==> src/rtl/vga_pkg.sv <==
// Default 640x480@60 raster constants and the shared counter width.
package vga_pkg;

    localparam int CNT_W = 10;

    localparam int H_ACTIVE_D = 640;
    localparam int H_FP_D     = 16;
    localparam int H_SYNC_D   = 96;
    localparam int H_BP_D     = 48;
    localparam int V_ACTIVE_D = 480;
    localparam int V_FP_D     = 10;
    localparam int V_SYNC_D   = 2;
    localparam int V_BP_D     = 33;

    localparam int H_TOTAL_D = H_ACTIVE_D + H_FP_D + H_SYNC_D + H_BP_D;
    localparam int V_TOTAL_D = V_ACTIVE_D + V_FP_D + V_SYNC_D + V_BP_D;

    // Inclusive unsigned range test on a counter value.
    function automatic logic in_range(input logic [CNT_W-1:0] v,
                                      input logic [CNT_W-1:0] lo,
                                      input logic [CNT_W-1:0] hi);
        return (v >= lo) && (v <= hi);
    endfunction

endpackage

==> src/rtl/wrap_counter.sv <==
// Enabled up-counter that wraps from MAX to 0 and flags the wrap cycle.
module wrap_counter #(
    parameter int MAX   = 799,
    parameter int WIDTH = 10
) (
    input  logic             clk_in,
    input  logic             rst_n_in,
    input  logic             enable,
    input  logic [WIDTH-1:0] rst_value,
    output logic [WIDTH-1:0] count,
    output logic             wrap
);

    localparam logic [WIDTH-1:0] MAX_C = WIDTH'(MAX);

    assign wrap = enable && (count == MAX_C);

    always_ff @(posedge clk_in or negedge rst_n_in) begin
        if (!rst_n_in) begin
            count <= rst_value;
        end else if (wrap) begin
            count <= '0;
        end else if (enable) begin
            count <= count + 1'b1;
        end
    end

endmodule

==> src/rtl/vga_timing_gen.sv <==
// Raster timing generator: two wrap counters plus registered decodes taken
// from the counters' next values so every output describes the same pixel.
module vga_timing_gen
    import vga_pkg::*;
#(
    parameter int   H_ACTIVE = H_ACTIVE_D,
    parameter int   H_FP     = H_FP_D,
    parameter int   H_SYNC   = H_SYNC_D,
    parameter int   H_BP     = H_BP_D,
    parameter int   V_ACTIVE = V_ACTIVE_D,
    parameter int   V_FP     = V_FP_D,
    parameter int   V_SYNC   = V_SYNC_D,
    parameter int   V_BP     = V_BP_D,
    parameter logic SYNC_POL = 1'b0
) (
    input  logic        clk_in,
    input  logic        rst_n_in,
    output logic [9:0]  hcount_out,
    output logic [9:0]  vcount_out,
    output logic        hsync_out,
    output logic        vsync_out,
    output logic        active_out,
    output logic        new_line_out,
    output logic        new_frame_out,
    output logic [15:0] frame_count_out
);

    localparam int H_TOTAL = H_ACTIVE + H_FP + H_SYNC + H_BP;
    localparam int V_TOTAL = V_ACTIVE + V_FP + V_SYNC + V_BP;

    localparam logic [CNT_W-1:0] H_LAST   = CNT_W'(H_TOTAL - 1);
    localparam logic [CNT_W-1:0] V_LAST   = CNT_W'(V_TOTAL - 1);
    localparam logic [CNT_W-1:0] H_ACT_C  = CNT_W'(H_ACTIVE);
    localparam logic [CNT_W-1:0] V_ACT_C  = CNT_W'(V_ACTIVE);
    localparam logic [CNT_W-1:0] HS_START = CNT_W'(H_ACTIVE + H_FP);
    localparam logic [CNT_W-1:0] HS_END   = CNT_W'(H_ACTIVE + H_FP + H_SYNC - 1);
    localparam logic [CNT_W-1:0] VS_START = CNT_W'(V_ACTIVE + V_FP);
    localparam logic [CNT_W-1:0] VS_END   = CNT_W'(V_ACTIVE + V_FP + V_SYNC - 1);

    logic [CNT_W-1:0] h_count, v_count;
    logic             h_wrap, v_wrap;

    wrap_counter #(.MAX(H_TOTAL - 1), .WIDTH(CNT_W)) u_h_counter (
        .clk_in    (clk_in),
        .rst_n_in  (rst_n_in),
        .enable    (1'b1),
        .rst_value (H_LAST),
        .count     (h_count),
        .wrap      (h_wrap)
    );

    wrap_counter #(.MAX(V_TOTAL - 1), .WIDTH(CNT_W)) u_v_counter (
        .clk_in    (clk_in),
        .rst_n_in  (rst_n_in),
        .enable    (h_wrap),
        .rst_value (V_LAST),
        .count     (v_count),
        .wrap      (v_wrap)
    );

    // Mirror of what the counters will hold after this edge.
    logic [CNT_W-1:0] h_next, v_next;
    logic             active_next, hsync_next, vsync_next;
    logic             line_next, frame_next;

    always_comb begin
        h_next      = h_wrap ? '0 : h_count + 1'b1;
        v_next      = v_count;
        if (v_wrap) begin
            v_next = '0;
        end else if (h_wrap) begin
            v_next = v_count + 1'b1;
        end
        active_next = (h_next < H_ACT_C) && (v_next < V_ACT_C);
        hsync_next  = in_range(h_next, HS_START, HS_END) ? SYNC_POL : ~SYNC_POL;
        vsync_next  = in_range(v_next, VS_START, VS_END) ? SYNC_POL : ~SYNC_POL;
        line_next   = (h_next == '0);
        frame_next  = (h_next == '0) && (v_next == '0);
    end

    logic        active_q, hsync_q, vsync_q, line_q, frame_q;
    logic [15:0] frame_count_q;

    always_ff @(posedge clk_in or negedge rst_n_in) begin
        if (!rst_n_in) begin
            active_q      <= 1'b0;
            hsync_q       <= ~SYNC_POL;
            vsync_q       <= ~SYNC_POL;
            line_q        <= 1'b0;
            frame_q       <= 1'b0;
            frame_count_q <= '0;
        end else begin
            active_q <= active_next;
            hsync_q  <= hsync_next;
            vsync_q  <= vsync_next;
            line_q   <= line_next;
            frame_q  <= frame_next;
            if (frame_next) begin
                frame_count_q <= frame_count_q + 16'd1;
            end
        end
    end

    assign hcount_out      = h_count;
    assign vcount_out      = v_count;
    assign hsync_out       = hsync_q;
    assign vsync_out       = vsync_q;
    assign active_out      = active_q;
    assign new_line_out    = line_q;
    assign new_frame_out   = frame_q;
    assign frame_count_out = frame_count_q;

endmodule

==> config.mk <==
export PLATFORM = sky130hd
export DESIGN_NAME = vga_timing_gen
export DESIGN_NICKNAME = d
export VERILOG_FILES = /design/src/rtl/vga_pkg.sv /design/src/rtl/wrap_counter.sv /design/src/rtl/vga_timing_gen.sv
export SDC_FILE = /design/constraint.sdc
export NUM_CORES = 1
export LEC_CHECK = 0
export CAP_MARGIN = 25
export CORE_MARGIN = 4
export CORE_UTILIZATION = 49
export CTS_BUF_LIST = sky130_fd_sc_hd__clkbuf_2 sky130_fd_sc_hd__clkbuf_4 sky130_fd_sc_hd__clkbuf_8
export DETAILED_ROUTE_END_ITERATION = 12
export PLACE_DENSITY = 0.78
export SYNTH_ARGS = -nofsm -noshare
export SYNTH_HDL_FRONTEND = slang
export SYNTH_SLANG_ARGS = --single-unit
==> constraint.sdc <==
create_clock -name clk_in -period 2.9 [get_ports clk_in]
set_input_delay 0.58 -clock clk_in [delete_from_list [all_inputs] [get_ports clk_in]]
set_output_delay 0.58 -clock clk_in [all_outputs]
set_load 0.02 [all_outputs]
==> impl_metrics.ini, run 1 <==
[outcome]
outcome = finished, final reports clean

[clocking]
cts-root-buf = clkbuf_8
tritoncts = yes
clock_path_buffers = 2
post_cts_buffers = 0
path_clk_slew_ns = 0.09
cts_sinks = 41
cts_buffers = 5
h-tree-depth = 2
hold_buffers = 0
insertion_delay_ns = 0.30

[detailed_routing]
drc = 0
dr.pass1.iters = 4
drt_iter0_markers = 117
routed_wirelength_um = 5480
detail-route-antenna-nets = 0
drt-vias-per-instance = 5.64
vias = 2019
wl_per_cell_um = 15.3

[sta]
clock_skew_ns = 0.0138
worst_slew_pin_slew_ns = 0.877
setup_viol = 0
hold_viol_final = 0
fmax_ghz = 0.364
period_needed_ns = 2.74
maxSlewViolCount = 0
relSlewSlack_pct = 41.5
min_period_over_period_pct = 94.6
timing.final.ws_setup_ns = 0.156
tns_ns = 0

[synth]
syn_inst = 237
ys.flop_type = dfrtp_1
synth_top_area_share_pct = 30.0
synthTopCellsByArea = dfrtp_1 (30%), dfstp_2 (13%), xor2_1 (7.2%), nor3_2 (4.6%), nand3_1 (4.1%)
mappedNetlistArea_um2 = 2420
syn-mean-instance-area_um2 = 10.2
async_reset_ff_share_pct = 100
synth_top_area_cell = dfrtp_1
synth_seq_cells = 41
ys_warn_count = 0
synth.net_count = 244
synth_cell_types = 52
synth_edf_count = 0
yosysMostFrequentCell = dfrtp_1
synthTopCellsByCount = dfrtp_1 (29), nand3_1 (20), xor2_1 (20), nand2_1 (14), nor2_1 (13)
seq_area_frac_synth_pct = 43.1

[place]
port_buffers = 42
place.gp.congestion = 0.860
placedCellCount = 350
preCtsSetupSlack_ns = 0.0215
hpwl_um = 4020

[die]
start_util_pct = 50.8
io_pins = 43
rows = 25
dieArea_um2 = 6120
die_x_um = 78.2
die_h_um = 78.2
core_area_um2 = 4750

[pwr]
p_per_area_nw_per_um2 = 325
vdd_drop_max_v = 0.000255
power_mw = 1.01
leakage_nw = 1.31

[grt]
grt_pass1_vias = 1988
grt_pass1_wl_um = 9490
grt_overflow = 0
grt.total_usage_pct = 19.5
antenna_found_initial = 0
grt_max_degree = 42

[setup_path]
crit_slowest_cell = dfstp_2
startpoint_type = flip-flop
critPathKind = reg2reg
path_delay_family = simple AND/OR/NAND/NOR gates
crit_path_frequent_cell = nand4_4
crit_chain = ha_2, nand4_4, or3_4, o2bb2ai_1, nor3b_2, nand4_4, buf_6, nor3_1, xor2_1
cp_num_buf_inv = 1
crit_fanout = 11
worstPathRequired_ns = 3.13
cpPeakStageDelay_ns = 0.58
arrival_ns = 2.97
endpoint_kind = flip-flop

[job]
max-cap-violations = 0

[layout]
antennaDiodeCount = 0
nets = 297
syn_to_final_growth_pct = 28.5
final_cells = 358
final_layout_size_suffix_gt1_share_pct = 23.0

[min_path]
hold_class = in2async
-- layout make-up --
cell class | instances | area (µm²)
Fill cell | 396 | 1650
Multi-Input combinational cell | 174 | 1300
Sequential cell | 41 | 1040
Timing Repair Buffer | 57 | 532
Clock buffer | 7 | 96.3
Tap cell | 67 | 83.8
Inverter | 11 | 41.3
Clock inverter | 1 | 8.76
-- where the power goes --
part / leakage [nW] / total, mW / internal [mW] / switching (mW)
sequential: 0.520 / 0.572 / 0.572 / 0
clock: 0.0549 / 0.427 / 0.220 / 0.207
combinational: 0.733 / 0.0108 / 0.000487 / 0.0103
-- layer usage --
| metal | GRT usage [%] | vias to the layer above | wire length [µm] |
|---|---|---|---|
| li1 | - | 953 | - |
| met1 | 26.5 | 988 | 2460 |
| met2 | 30.6 | 64 | 2660 |
| met3 | 3.90 | 14 | 224 |
| met4 | 7.87 | 0 | 136 |
| met5 | 0 | - | 0 |
-- path summary, 6_finish.rpt --
check                                        to            startpoint  slack (ns)  cells past startpoint
max                          frame_count_out[4]  u_h_counter.count[0]        0.16                      9
min                         frame_count_out[10]              rst_n_in        0.40                      1
max reg2reg                  frame_count_out[4]  u_h_counter.count[0]        0.16                      9
min reg2reg                 frame_count_out[15]   frame_count_out[15]        0.47                      1
max in group asynchronous  u_h_counter.count[5]              rst_n_in        1.95                      1
min in group clk_in         frame_count_out[15]   frame_count_out[15]        0.47                      1
-- state kept, by name (all words and copies together) (netlist names) --
| register | flops |
|---|---|
| frame_count_out | 16 |
| vsync_out | 1 |
| active_out | 1 |
| new_line_out | 1 |
| u_v_counter.count | 10 |
| hsync_out | 1 |
| u_h_counter.count | 10 |
| new_frame_out | 1 |
-- timing repair --
item / 4_1_cts / 5_1_grt
resized for setup: 1 / 8
setup endpoints to repair: 1 / 14
pin swaps: 0 / 3
-- kinds of logic after synthesis --
kind of cell / Yosys count / share of synthesized area (%)
AO/OA/AOI/OAI: 22 / 6.26
XOR/XNOR: 30 / 10.9
adder cells (fa/ha/maj): 5 / 2.59
buffers and inverters: 22 / 4.87
flip-flops: 41 / 43.1
multiplexers: 5 / 2.23
AND/OR/NAND/NOR: 112 / 30.1
-- through the flow --
stage | area, µm² | utilization [%] | hold slack [ns]
final | 3110 | 65.3 | 0.403
after global placement | 2950 | 62.1 | 0.459
after CTS | 3060 | 64.4 | 0.435
after detailed placement | 2950 | 62.1 | 0.458
after global routing | 3110 | 65.3 | 0.481
after floorplan | 2420 | - | 0.284
-- cells in the final DEF, fill, tap and decap left out, types with 2 or more instances in the layout --
cell type,n
a21oi_1,5
a31oi_1,2
and2_1,3
and3_1,4
and4_1,2
buf_4,14
clkbuf_8,7
clkdlybuf4s50_1,41
dfrtp_1,29
dfstp_2,12
ha_1,4
inv_1,11
mux2_2,2
mux2i_1,2
nand2_1,14
nand3_1,20
nand3b_1,3
nand4_1,9
nand4_4,2
nand4b_1,2
nor2_1,12
nor3_1,5
nor3_2,10
nor4_1,2
nor4_2,5
o21ai_0,5
o31ai_1,3
or3_1,3
or4_1,2
xnor2_1,10
xor2_1,20
Note: power is estimated with default switching activity, not from simulation.
==> inputs of run 2 (changes only) <==
Settings changed: CORE_UTILIZATION 49 to 40, PLACE_DENSITY 0.78 to 0.66.
==> run 2 against run 1 <==
Net effect:
- global-route usage decreased by 3.1 points
- largest power group unchanged
- utilization shrank 11 points
- via count up 0.40%
- critical endpoint is now vsync_out
- highest routed layer unchanged
- wire length grew 5.0%
- non-clock buffer count grew 4
- total power grew 6.2%
- worst setup slack better by 0.011 ns
- sequential share of layout area shrank 0.66 points
==> impl_metrics.ini, run 2 (synthesis gave the netlist of run 1 again) <==
[sta]
tns_ns = 0
period_needed_ns = 2.73
hold_viol_final = 0
relSlewSlack_pct = 39.2
maxSlewViolCount = 0
clock_skew_ns = 0.00920
timing.final.ws_setup_ns = 0.167
rsz0062_at_grt = no
min_period_over_period_pct = 94.2
setup_viol = 0
worst_slew_pin_slew_ns = 0.912
fmax_ghz = 0.366

[grt]
grt_pass1_vias = 1975
grt.total_usage_pct = 16.4
grt_pass1_wl_um = 9610
antenna_found_initial = 0
grt_overflow = 0
grt_max_degree = 42

[clocking]
cts_buffers = 5
post_cts_buffers = 0
path_clk_slew_ns = 0.08
hold_buffers = 0
ctsResizeCount = 0
clock_path_buffers = 2
h-tree-depth = 2
cts-root-buf = clkbuf_8
cts_sinks = 41
tritoncts = yes
insertion_delay_ns = 0.30

[setup_path]
path_delay_family = simple AND/OR/NAND/NOR gates
regToRegStartpoint = u_h_counter.count[0]
reg2reg_to = vsync_out
r2r_cells = 7
crit_slowest_cell = or4_4
endpoint_kind = flip-flop
cpPeakStageDelay_ns = 0.65
cp_num_buf_inv = 0
crit_fanout = 7
worstPathRequired_ns = 3.12
startpoint_type = flip-flop
r2r_slack_ns = 0.17
arrival_ns = 2.95
crit_chain = ha_2, nand4_4, or4_4, or3_1, a21oi_1, o21ai_1, or4b_1
critPathKind = reg2reg

[place]
placedCellCount = 362
hpwl_um = 4270
port_buffers = 42
place.gp.congestion = 0.874
preCtsSetupSlack_ns = 0.0622
dpl_cell_area_um2 = 2990

[outcome]
outcome = finished, final reports clean

[die]
die_h_um = 85.7
die_x_um = 85.7
core_area_um2 = 5890
dieArea_um2 = 7350
rows = 28
io_pins = 43
start_util_pct = 41.1

[layout]
layout.cells.most_common = clkdlybuf4s50_1
syn_to_final_growth_pct = 31.1
final_cells = 370
antennaDiodeCount = 0
multiInputGateArea_um2 = 1310
final_layout_size_suffix_gt1_share_pct = 24.1
layout_common_cells = clkdlybuf4s50_1 (41), dfrtp_1 (29), nand3_1 (20), xor2_1 (20), buf_4 (19)
n_fill_cell = 561
seqCellArea_um2 = 1040
finalInstanceArea_um2 = 3170
largest_reg_flops = 16
nets = 301

[detailed_routing]
detail-route-antenna-nets = 0
wl_per_cell_um = 15.5
drt-vias-per-instance = 5.48
vias = 2027
dr.pass1.iters = 4
drt_iter0_markers = 100
routed_wirelength_um = 5750
drc = 0

[pwr]
pwr-share-clk_pct = 45.6
leakage_nw = 1.32
p_per_area_nw_per_um2 = 338
power_mw = 1.07
p_sw_mw = 0.209
swShare_pct = 19.5
p_seq_share_pct = 53.4
combinationalPowerShare_pct = 1.0
p_int_mw = 0.863
vdd_drop_max_v = 0.000217

[min_path]
hold_class = in2async

[job]
max-cap-violations = 0
run 2: changes by cell type in the layout (fill, tap and decap cells not counted), sizes merged:
| cell | delta |
|---|---|
| buf | +4 |
| bufinv | +1 |
| inv | -1 |
run 2: layout make-up:
type / count / area share [%]
repair buffers: 61 / 17.6
clock buffers: 7 / 2.84
clock inverters: 1 / 0.948
well taps: 75 / 2.96
multi-input cells: 174 / 41.5
inverters: 11 / 1.30
flip-flops and latches: 41 / 32.9
run 2: worst max path at each step:
| stage | startpoint | endpoint | slack [ns] | cells past startpoint |
|---|---|---|---|---|
| after CTS | u_h_counter.count[0] | frame_count_out[4] | 0.07 | 9 |
| after detailed placement | u_h_counter.count[0] | frame_count_out[4] | 0.06 | 9 |
| final | u_h_counter.count[0] | vsync_out | 0.17 | 7 |
| after global placement | u_h_counter.count[0] | frame_count_out[5] | 0.19 | 10 |
| after floorplan | u_h_counter.count[0] | vsync_out | 0.02 | 8 |
| after global routing | u_h_counter.count[0] | frame_count_out[3] | 0.03 | 8 |
run 2: routing by layer:
layer  vias up  track usage (%)  wire, µm
li1        960                -         -
met2        52             26.3      2840
met5         -                0         0
met4         0             5.18        61
met3         7             3.17       257
met1      1008             22.4      2590
run 2: power by group through the flow:
stage	sequential (mW)	clock, mW	combinational (mW)
6_report	0.572	0.489	0.0112
5_1_grt	0.572	0.523	0.0137
4_1_cts	0.572	0.500	0.0123
3_5_place_dp	0.583	0	0.0122
3_3_place_gp	0.583	0	0.0119
2_1_floorplan	0.583	0	0.000000524
run 2: through the flow:
stage | util [%] | hold WS, ns
after floorplan | - | 0.284
after global placement | 50.9 | 0.458
after detailed placement | 50.9 | 0.461
after CTS | 52.9 | 0.448
after global routing | 53.8 | 0.484
final | 53.8 | 0.412
==> inputs of run 3 (changes only) <==
Settings changed: CAP_MARGIN 25 to unset.
==> results of run 3 <==
Final layout, timing and power as in run 2 (identical DEF).
